File: config.mk
export PLATFORM = sky130hd
export DESIGN_NAME = dso_rd_unpack_256to8
export DESIGN_NICKNAME = d
export VERILOG_FILES = /design/src/rtl/dso_rd_unpack_256to8.sv
export SDC_FILE = /design/constraint.sdc
export NUM_CORES = 1
export LEC_CHECK = 0
export ABC_AREA = 1
export BUFFER_PORTS_ARGS = -buffer_cell sky130_fd_sc_hd__buf_2
export CORE_ASPECT_RATIO = 1.25
export CORE_MARGIN = 2
export CORE_UTILIZATION = 40
export CTS_CLUSTER_SIZE = 25
export DETAILED_ROUTE_END_ITERATION = 6
export PLACE_DENSITY_LB_ADDON = 0.25
export SYNTH_ARGS = -nofsm -noshare
export SYNTH_HDL_FRONTEND = slang
export SYNTH_SLANG_ARGS = --single-unit
File: constraint.sdc
create_clock -name clk -period 2.95 [get_ports clk]
set_clock_uncertainty 0.15 [all_clocks]
set_input_delay 0.4425 -clock clk [delete_from_list [all_inputs] [get_ports clk]]
set_output_delay 0.4425 -clock clk [all_outputs]
set_load 0.05 [all_outputs]
File: src/rtl/dso_rd_unpack_256to8.sv
// Read-side unpacker: pops wide words from a first-word-fall-through FIFO and
// serialises them LSB-first into a framed OUT_WIDTH sample stream.
module dso_rd_unpack_256to8 #(
   parameter int IN_WIDTH  = 256,
   parameter int OUT_WIDTH = 8,
   parameter int FRAME_LEN = 1024
) (
   input  logic                 clk,
   input  logic                 rst_n,
   input  logic                 start,
   input  logic                 abort,
   input  logic [IN_WIDTH-1:0]  in_data,
   input  logic                 in_vld,
   output logic                 in_rd_en,
   output logic [OUT_WIDTH-1:0] out_data,
   output logic                 out_vld,
   input  logic                 out_rdy,
   output logic                 out_sof,
   output logic                 out_last,
   output logic                 busy,
   output logic                 frame_done
);

   localparam int NB    = IN_WIDTH / OUT_WIDTH;
   localparam int IDX_W = (NB > 1) ? $clog2(NB) : 1;
   localparam int CNT_W = $clog2(FRAME_LEN + 1);
   localparam logic [IDX_W-1:0] IDX_MAX  = IDX_W'(NB - 1);
   localparam logic [CNT_W-1:0] CNT_LAST = CNT_W'(FRAME_LEN - 1);

   typedef enum logic {IDLE, RUN} state_t;

   state_t                          state, state_nx;
   logic [NB-1:0][OUT_WIDTH-1:0]    word_buf;
   logic                            buf_full;
   logic [IDX_W-1:0]                byte_idx;
   logic [CNT_W-1:0]                sample_cnt;
   logic                            accept, wrap, frame_end;

   assign busy     = (state == RUN);
   assign out_vld  = busy & buf_full;
   assign out_data = word_buf[byte_idx];
   assign out_sof  = out_vld & (sample_cnt == '0);
   assign out_last = out_vld & (sample_cnt == CNT_LAST);
   assign accept   = out_vld & out_rdy;
   assign wrap     = accept & (byte_idx == IDX_MAX) & ~out_last;

   // Refill either an empty buffer or in the same cycle the last byte leaves,
   // so consecutive words stream without a bubble.
   assign in_rd_en = busy & in_vld & ~abort & (~buf_full | wrap);

   always_comb begin
      state_nx  = state;
      frame_end = 1'b0;
      case (state)
         IDLE: if (start && !abort) state_nx = RUN;
         RUN: begin
            if (abort || (accept && out_last)) begin
               state_nx  = IDLE;
               frame_end = 1'b1;
            end
         end
         default: state_nx = IDLE;
      endcase
   end

   always_ff @(posedge clk or negedge rst_n) begin
      if (!rst_n) begin
         state      <= IDLE;
         word_buf   <= '0;
         buf_full   <= 1'b0;
         byte_idx   <= '0;
         sample_cnt <= '0;
         frame_done <= 1'b0;
      end else begin
         state      <= state_nx;
         frame_done <= frame_end;
         if (state == IDLE) begin
            if (start && !abort) begin
               buf_full   <= 1'b0;
               byte_idx   <= '0;
               sample_cnt <= '0;
            end
         end else if (frame_end) begin
            // End of frame: remaining bytes of the current word are dropped.
            buf_full   <= 1'b0;
            byte_idx   <= '0;
            sample_cnt <= '0;
         end else begin
            if (accept) sample_cnt <= sample_cnt + CNT_W'(1);
            if (in_rd_en) begin
               word_buf <= in_data;
               buf_full <= 1'b1;
               byte_idx <= '0;
            end else if (wrap) begin
               buf_full <= 1'b0;
               byte_idx <= '0;
            end else if (accept) begin
               byte_idx <= byte_idx + IDX_W'(1);
            end
         end
      end
   end

endmodule

# Word level (Yosys, flattened, before mapping)
# Cells that the tools add are included.
[word_totals]
reg_bits = 275
output_inout_bits = 14
word_cells = 92
[classes]
addsub = 2
magnitude_cmp = 1
n_eq_ne = 5
mux = 22
bitwise_logic = 15
n_reduce_logical = 10
[op_table]
columns = ["cell", "count"]
rows = [
  ["$mux 11", 4],
  ["$bmux 8 s5", 1],
  ["$mux 5", 6],
  ["$add 11x1->11 const B", 1],
  ["$eq 11x10->1 const B", 1],
  ["$logic_not 11->1", 1],
  ["$and 1x1->1", 9],
  ["$mux 1", 9],
  ["$mux 8", 1],
  ["$lt 5x6->1 const B", 1],
  ["$reduce_and 2->1", 3],
  ["$add 5x1->5 const B", 1],
  ["$eq 5x5->1 const B", 1],
  ["$ne 5x2->1 const B", 1],
  ["$not 1->1", 5],
  ["$ne 4x2->1 const B", 1],
  ["$ne 3x1->1 const B", 1],
  ["$reduce_and 3->1", 1],
  ["$logic_and 1x1->1", 2],
  ["$pmux 1 s2", 1],
  ["$reduce_bool 2->1", 1],
  ["$logic_not 1->1", 1],
  ["$logic_or 1x1->1", 1],
  ["$or 1x1->1", 1],
]

# Logic depth before layout (Yosys ltp)
# Gate-level depths: netlist (run 1).
[depth]
ltp_word = 9
ltp_mapped = 15
ltp_nobuf = 12

# Worst setup path before layout (run 1)
# Ideal clock, no wire load.
[synth_path]
path_type = "reg-to-output"
startpoint = "register state, in the netlist busy"
endpoint = "output port out_sof"
arrival_ns = 2.557
path_slack_ns = -0.200
stages_incl_launch_ff = 5
n_path_buf = 0
path_cell_list = "dfrtp_1 > nand2_1 > nor3_1 > nand4_1 > nor4_1"
[synth_via]
elab_chain_cells = 2
[synth_rtl]
columns = ["element", "line_no", "text"]
rows = [
  ["from (decl)", "32", "state_t state, state_nx;"],
  ["from (signal assigned)", "75", "state <= state_nx;"],
  ["$and 1x1->1", "40", "assign out_vld = busy & buf_full;"],
  ["$and 1x1->1", "42", "assign out_sof = out_vld & (sample_cnt == '0);"],
  ["to (decl)", "18", "output logic out_sof,"],
]
# Every way passes these cells.

# Worst setup path after layout (run 1)
[layout_path]
startpoint = "register byte_idx[1]"
endpoint = "output port in_rd_en"
[layout_via]
elab_chain_cells = 5
[layout_rtl]
columns = ["element", "line_no", "text"]
rows = [
  ["from (decl)", "35", "logic [IDX_W-1:0] byte_idx;"],
  ["from (signal assigned)", "98", "byte_idx <= byte_idx + IDX_W'(1);"],
  ["$eq 5x5->1", "45", "assign wrap = accept & (byte_idx == IDX_MAX) & ~out_last;"],
  ["$and 1x1->1 (2 in series)", "45", ""],
  ["$or 1x1->1", "49", "assign in_rd_en = busy & in_vld & ~abort & (~buf_full | wrap);"],
  ["$and 1x1->1", "49", ""],
  ["to (decl)", "14", "output logic in_rd_en,"],
]
# Every way passes these cells.

==> impl_metrics.tcl, run 1 <==
set metrics [dict create \
    wirelength_um 48700 \
    max_cap_violations 0 \
    via_per_inst 5.18 \
    clockBufferDepth 3 \
    setup_tns_ns 0 \
    vdd_drop_max_mv 0.477 \
    htreeDepth 1 \
    rr_endpoint "word_buf[36]" \
    io_pins 276 \
    grt_pass1_vias 13900 \
    setup.worst_path.start_class "flip-flop" \
    die_h_um 206 \
    layout_min_cycle_time_ns 2.95 \
    cts_buffers 28 \
    critPathKind "flip-flop to output pin" \
    cts_root_buf "clkbuf_16" \
    yosysWarnings 0 \
    clock_sinks 275 \
    n_antenna_cell 0 \
    hpwlAfterDp_um 29000 \
    layout.nets 2506 \
    synth_top_area_share_pct 52.6 \
    first_pass_iters 5 \
    slew_headroom_pct 52.4 \
    initial_utilization_pct 40.3 \
    antenna_found_initial 0 \
    overflow 0 \
    hold_viol_final 0 \
    power.total_uw 13200 \
    syn_to_final_growth_pct 48.4 \
    critPathCaptureType "output pin" \
    syn_nets 1999 \
    instances_no_fill 2680 \
    post-route-util_pct 59.8 \
    wl_per_cell_um 18.2 \
    dieArea_um2 34200 \
    num_rows 74 \
    die_w_um 166 \
    crit_path_end "in_rd_en" \
    ys_types 29 \
    crit_required_ns 2.36 \
    grt_start_max_net_pins 184 \
    cts_tree "done" \
    core-area_um2 32500 \
    postRouteAntennaNets 0 \
    p_leak_uw 0.00998 \
    place_congestion 0.879 \
    crit_start "byte_idx[1]" \
    power_density_nw_per_um2 680 \
    clkSlewWorstSetupHoldPaths_ns 0.07 \
    dp_cells 2345 \
    r2r_slack_ns 0.12 \
    tightest_slew_ns 0.713 \
    grt_pass1_wl_um 73300 \
    seq_area_frac_synth_pct 52.6 \
    drtIter0Drc 1260 \
    fmax_mhz 339 \
    clk_latency_ns 0.55 \
    status "finished, final reports clean" \
    synth_area_per_cell_um2 7.55 \
    period_share_pct 99.9 \
    netlist_area_um2 13100 \
    synth_top_cell_by_area "dfrtp_1" \
    arrival_ns 2.35 \
    port_buffers 275 \
    hp-class "primary input to flip-flop" \
    maxSlewViolCount 0 \
    crit_fanout 5 \
    worstRegToRegCells 14 \
    synth-seq-cells 275 \
    synth.area.top_cells "dfrtp_1, nand2_1, o21ai_0" \
    synthCells 1733 \
    grt_setup_unrepaired "true" \
    r2r_start "byte_idx[0]" \
    drive_above_1_share_pct 21.0 \
    grt.total_usage_pct 27.1 \
    route.vias.total 13900 \
    finalSetupViolCount 0 \
    drcViolationCount 0 \
]
==> worst min-delay path by stage <==
| stage | startpoint | end | slack, ns | depth (start not counted) |
|---|---|---|---|---|
| 2_1_floorplan | rst_n | buf_full | -0.003 | 0 |
| 3_3_place_gp | rst_n | word_buf[171] | 0.23 | 1 |
| 3_5_place_dp | rst_n | word_buf[185] | 0.23 | 1 |
| 4_1_cts | in_data[207] | word_buf[207] | 0.004 | 3 |
| 5_1_grt | in_data[95] | word_buf[95] | 0.02 | 3 |
| 6_report | in_data[207] | word_buf[207] | 0.02 | 3 |
==> report_power, final <==
part / internal (uW) / leakage [uW] / switching, uW / total, uW
Combinational: 1590 / 0.00600 / 1960 / 3550
Sequential: 4890 / 0.00347 / 806 / 5690
Clock: 2370 / 0.000502 / 1600 / 3970
==> metrics by stage <==
stage | hold WS (ns) | area (um2) | setup slack, ns
floorplan | -0.00309 | 13100 | 0.0940
global placement | 0.234 | 14800 | 0.277
detailed placement | 0.228 | 14800 | 0.288
CTS | 0.00414 | 18900 | -0.0140
global route | 0.0156 | 19400 | -0.0555
finish | 0.0178 | 19400 | 0.00347
==> layer usage <==
layer | vias up | global-route usage [%] | share of wire [%]
met5 | - | 0 | 0
met4 | 0 | 15.8 | 6.0
met3 | 166 | 3.56 | 6.0
met2 | 644 | 45.5 | 48
met1 | 6572 | 33.8 | 40
li1 | 6503 | - | -
==> timing repair <==
item / in CTS / in global routing
setup endpoints to repair: 9 / 9
hold endpoints to repair: 294 / 0
pin swaps: 7 / 41
gates resized for setup: 79 / 110
buffers inserted: 10 / 9
hold buffers: 252 / 0
cloned: 7 / 8
==> kinds of logic (layout without fill, tap and decap cells) <==
logic type	count (synthesis)	count (layout)	share of synthesized area (%)
buffers and inverters	138	667	5.72
AND/OR/NAND/NOR	1102	1102	32.4
XOR/XNOR	4	4	0.268
flip-flops	275	275	52.6
AO/OA/AOI/OAI	210	210	8.61
adder cells (fa/ha/maj)	4	4	0.382
==> Yosys cell counts <==
| cell type | n |
|---|---|
| ha_1 | 4 |
| o22ai_1 | 58 |
| o21ai_1 | 11 |
| xnor2_1 | 1 |
| buf_2 | 45 |
| xor2_1 | 3 |
| a21oi_1 | 4 |
| clkinv_1 | 2 |
| nand2_1 | 870 |
| o211ai_1 | 1 |
| nand2_2 | 1 |
| nand3_1 | 70 |
| dfrtp_1 | 275 |
| clkbuf_1 | 36 |
| nor3_1 | 4 |
| nand4_1 | 2 |
| inv_2 | 3 |
| buf_8 | 1 |
| o21ai_0 | 135 |
| buf_1 | 6 |
| nand3b_1 | 1 |
| nor2_2 | 1 |
| nor4_1 | 1 |
| buf_4 | 3 |
| a31oi_1 | 1 |
| inv_1 | 21 |
| buf_6 | 20 |
| clkinv_2 | 1 |
| nor2_1 | 152 |
==> layout make-up <==
class | instances | area (um2)
sequential | 275 | 6890
timing repair buffer | 586 | 4950
multi-input combinational | 1320 | 5870
clock buffer | 32 | 757
fill | 2750 | 13100
tap | 418 | 523
timing repair inverter | 2 | 17.5
clock inverter | 20 | 269
inverter | 27 | 153
==> placed cells by master, fill, tap and decap left out, drive strengths merged <==
cell	netlist	routed
nand3b	1	1
dfrtp	275	275
dlygate4sd3	0	252
buf	75	327
clkbuf	36	39
nor3	4	4
o211ai	1	1
inv	24	27
xor2	3	3
nor4	1	1
nand2	871	871
xnor2	1	1
a31oi	1	1
clkinv	3	13
bufinv	0	6
o21ai	146	146
ha	4	4
a21oi	4	4
clkinvlp	0	3
nand3	70	70
nand4	2	2
o22ai	58	58
nor2	153	153
==> critical path, stage by stage, from the launching register on <==
cell     delay (ns)
dfrtp_2        0.48
buf_4          0.17
ha_4           0.13
nand2_1        0.06
nor2_1         0.16
ha_2           0.19
inv_2          0.05
nor2_2         0.07
nand2_1        0.07
nand2_2        0.12
nand2_8        0.09
inv_16         0.08
buf_12         0.13
==> flip-flops by register name, indices dropped and copies added, names as in the netlist <==
signal	cells
busy	1
word_buf	256
frame_done	1
buf_full	1
byte_idx	5
sample_cnt	11
Note: power is estimated with default switching activity, not from simulation.
==> inputs of run 2 (changes only) <==
CORE_ASPECT_RATIO = unset   (was 1.25)
==> run 2 against run 1 <==
  * The run now ends with negative setup slack left
  * Power rose by 1.8%
  * Combinational power fell by 3%
  * Flip-flop and latch count did not move
  * Sequential power fell by 3%
  * Global-route usage rose by 0.38 points
  * Register-to-register slack improved by 0.14 ns
  * Hold slack improved by 0.0023 ns
  * Design area fell by 0.42%
  * Critical endpoint is now out_data[2]
==> impl_metrics.tcl, run 2 (synthesis results as in run 1) <==
set metrics [dict create \
    status "finished with violations" \
    violations "negative setup slack" \
    critPathKind "flip-flop to output pin" \
    finalSetupViolCount 1 \
    syn_to_final_growth_pct 47.8 \
    crit_fanout 11 \
    htreeDepth 1 \
    antenna_found_initial 2 \
    slew_headroom_pct 53.9 \
    instances_no_fill 2698 \
    power_density_nw_per_um2 695 \
    clock_sinks 275 \
    clk_latency_ns 0.56 \
    maxSlewViolCount 0 \
    largest_reg_flops 256 \
    clock_power_share_pct 33.0 \
    power.total_uw 13400 \
    grt.total_usage_pct 27.5 \
    seqPwrFrac_pct 41.2 \
    crit_start "byte_idx[0]" \
    drive_above_1_share_pct 19.5 \
    postRouteAntennaNets 0 \
    wl_per_cell_um 17.8 \
    via_per_inst 5.09 \
    power_switching_uw 4200 \
    grt_pass1_wl_um 73400 \
    grt_pass1_vias 13600 \
    die_w_um 185 \
    grt_start_max_net_pins 89 \
    crit_required_ns 2.36 \
    mostFrequentLayoutCells "nand2_1, dfrtp_1, buf_2, dlygate4sd3_1, nor2_1" \
    drtIter0Drc 1172 \
    drcViolationCount 0 \
    setup.worst_path.start_class "flip-flop" \
    reg.largest.list "word_buf x256, sample_cnt x11, byte_idx x5" \
    layout_min_cycle_time_ns 2.98 \
    hp-start "abort" \
    cts_buffers 30 \
    hpwlAfterDp_um 27400 \
    die_h_um 185 \
    hold_viol_final 0 \
    port_buffers 275 \
    regMostFlops "word_buf" \
    p_leak_uw 0.00995 \
    p_comb_share_pct 25.7 \
    clkSlewWorstSetupHoldPaths_ns 0.06 \
    fmax_mhz 336 \
    dieArea_um2 34200 \
    core-area_um2 32400 \
    setup_ws_ns -0.0259 \
    r2r_start "byte_idx[0]" \
    num_rows 66 \
    switching_share_pct 31.2 \
    wirelength_um 47900 \
    place_ws_ns 0.291 \
    cts_root_buf "clkbuf_16" \
    dp_cells 2370 \
    max_cap_violations 0 \
    io_pins 276 \
    cts_tree "done" \
    vdd_drop_max_mv 0.495 \
    layout.nets 2496 \
    clockBufferDepth 3 \
    tightest_slew_ns 0.691 \
    hp-class "primary input to flip-flop" \
    post-route-util_pct 59.7 \
    overflow 0 \
    fin_hold_ws_ns 0.0202 \
    route.vias.total 13700 \
    grt_setup_unrepaired "true" \
    final_common_cell "nand2_1" \
    first_pass_iters 7 \
    place_congestion 0.863 \
    initial_utilization_pct 40.4 \
    period_share_pct 101 \
    critPathCaptureType "output pin" \
    arrival_ns 2.38 \
    power.internal_uw 9250 \
]
==> run 2: metal layers <==
metal  part of all wire, %  vias to the layer above  track usage [%]  wire length (um)
li1                      -                     6495                -                 -
met5                     0                        -                0                 0
met2                    47                      587             44.9             22400
met1                    42                     6516             36.8             20000
met3                   6.9                      130             3.72              3320
met4                   4.5                        0             11.8              2150
==> run 2: final cells by class <==
type	count	area, um2
Antenna cell	2	5.00
Clock buffer	40	870
Clock inverter	16	310
Fill cell	2812	13000
Inverter	27	141
Multi-Input combinational cell	1320	5720
Sequential cell	275	6890
Tap cell	442	553
Timing Repair Buffer	576	4850
==> run 2: path summary, 6_finish.rpt <==
| check | slack [ns] | cells after the start | endpoint |
|---|---|---|---|
| max in group asynchronous | 1.58 | 3 | word_buf[84] |
| worst min register to register | 0.32 | 2 | word_buf[180] |
| min in group asynchronous | 0.31 | 2 | sample_cnt[9] |
| worst min-delay path | 0.02 | 4 | busy |
| worst max register to register | 0.26 | 14 | word_buf[214] |
| worst max-delay path | -0.03 | 10 | out_data[2] |
==> run 2: timing repair <==
action | 4_1_cts | 5_1_grt
setup buffers | 5 | 1
hold buffers | 254 | 0
pin swaps | 17 | 19
hold endpoints to repair | 327 | 0
gates cloned | 8 | 3
endpoints found under the setup margin | 9 | 9
gates resized for setup | 78 | 61
==> run 2: power groups by stage <==
stage | Clock, uW | Combinational, uW | Sequential (uW)
final | 4440 | 3460 | 5540
after global routing | 4660 | 3860 | 5650
after CTS | 4500 | 3330 | 5500
after detailed placement | 0 | 2750 | 5540
after global placement | 0 | 2690 | 5530
after floorplan | 0 | 1900 | 5370
==> run 2: worst max-delay path: stages (launching register included) <==
cell	delay, ns
dfrtp_4	0.52
clkinv_8	0.15
buf_12	0.16
buf_16	0.14
o21ai_0	0.15
o22ai_1	0.09
nand2_1	0.14
nand3_2	0.09
nand3_2	0.09
nand2_2	0.09
buf_8	0.16
==> run 2: through the flow <==
stage	instance area, um2	TNS, ns
5_1_grt	19300	-0.512
3_3_place_gp	14900	0
2_1_floorplan	13100	0
6_report	19300	-0.0259
4_1_cts	19100	-0.109
3_5_place_dp	14900	0
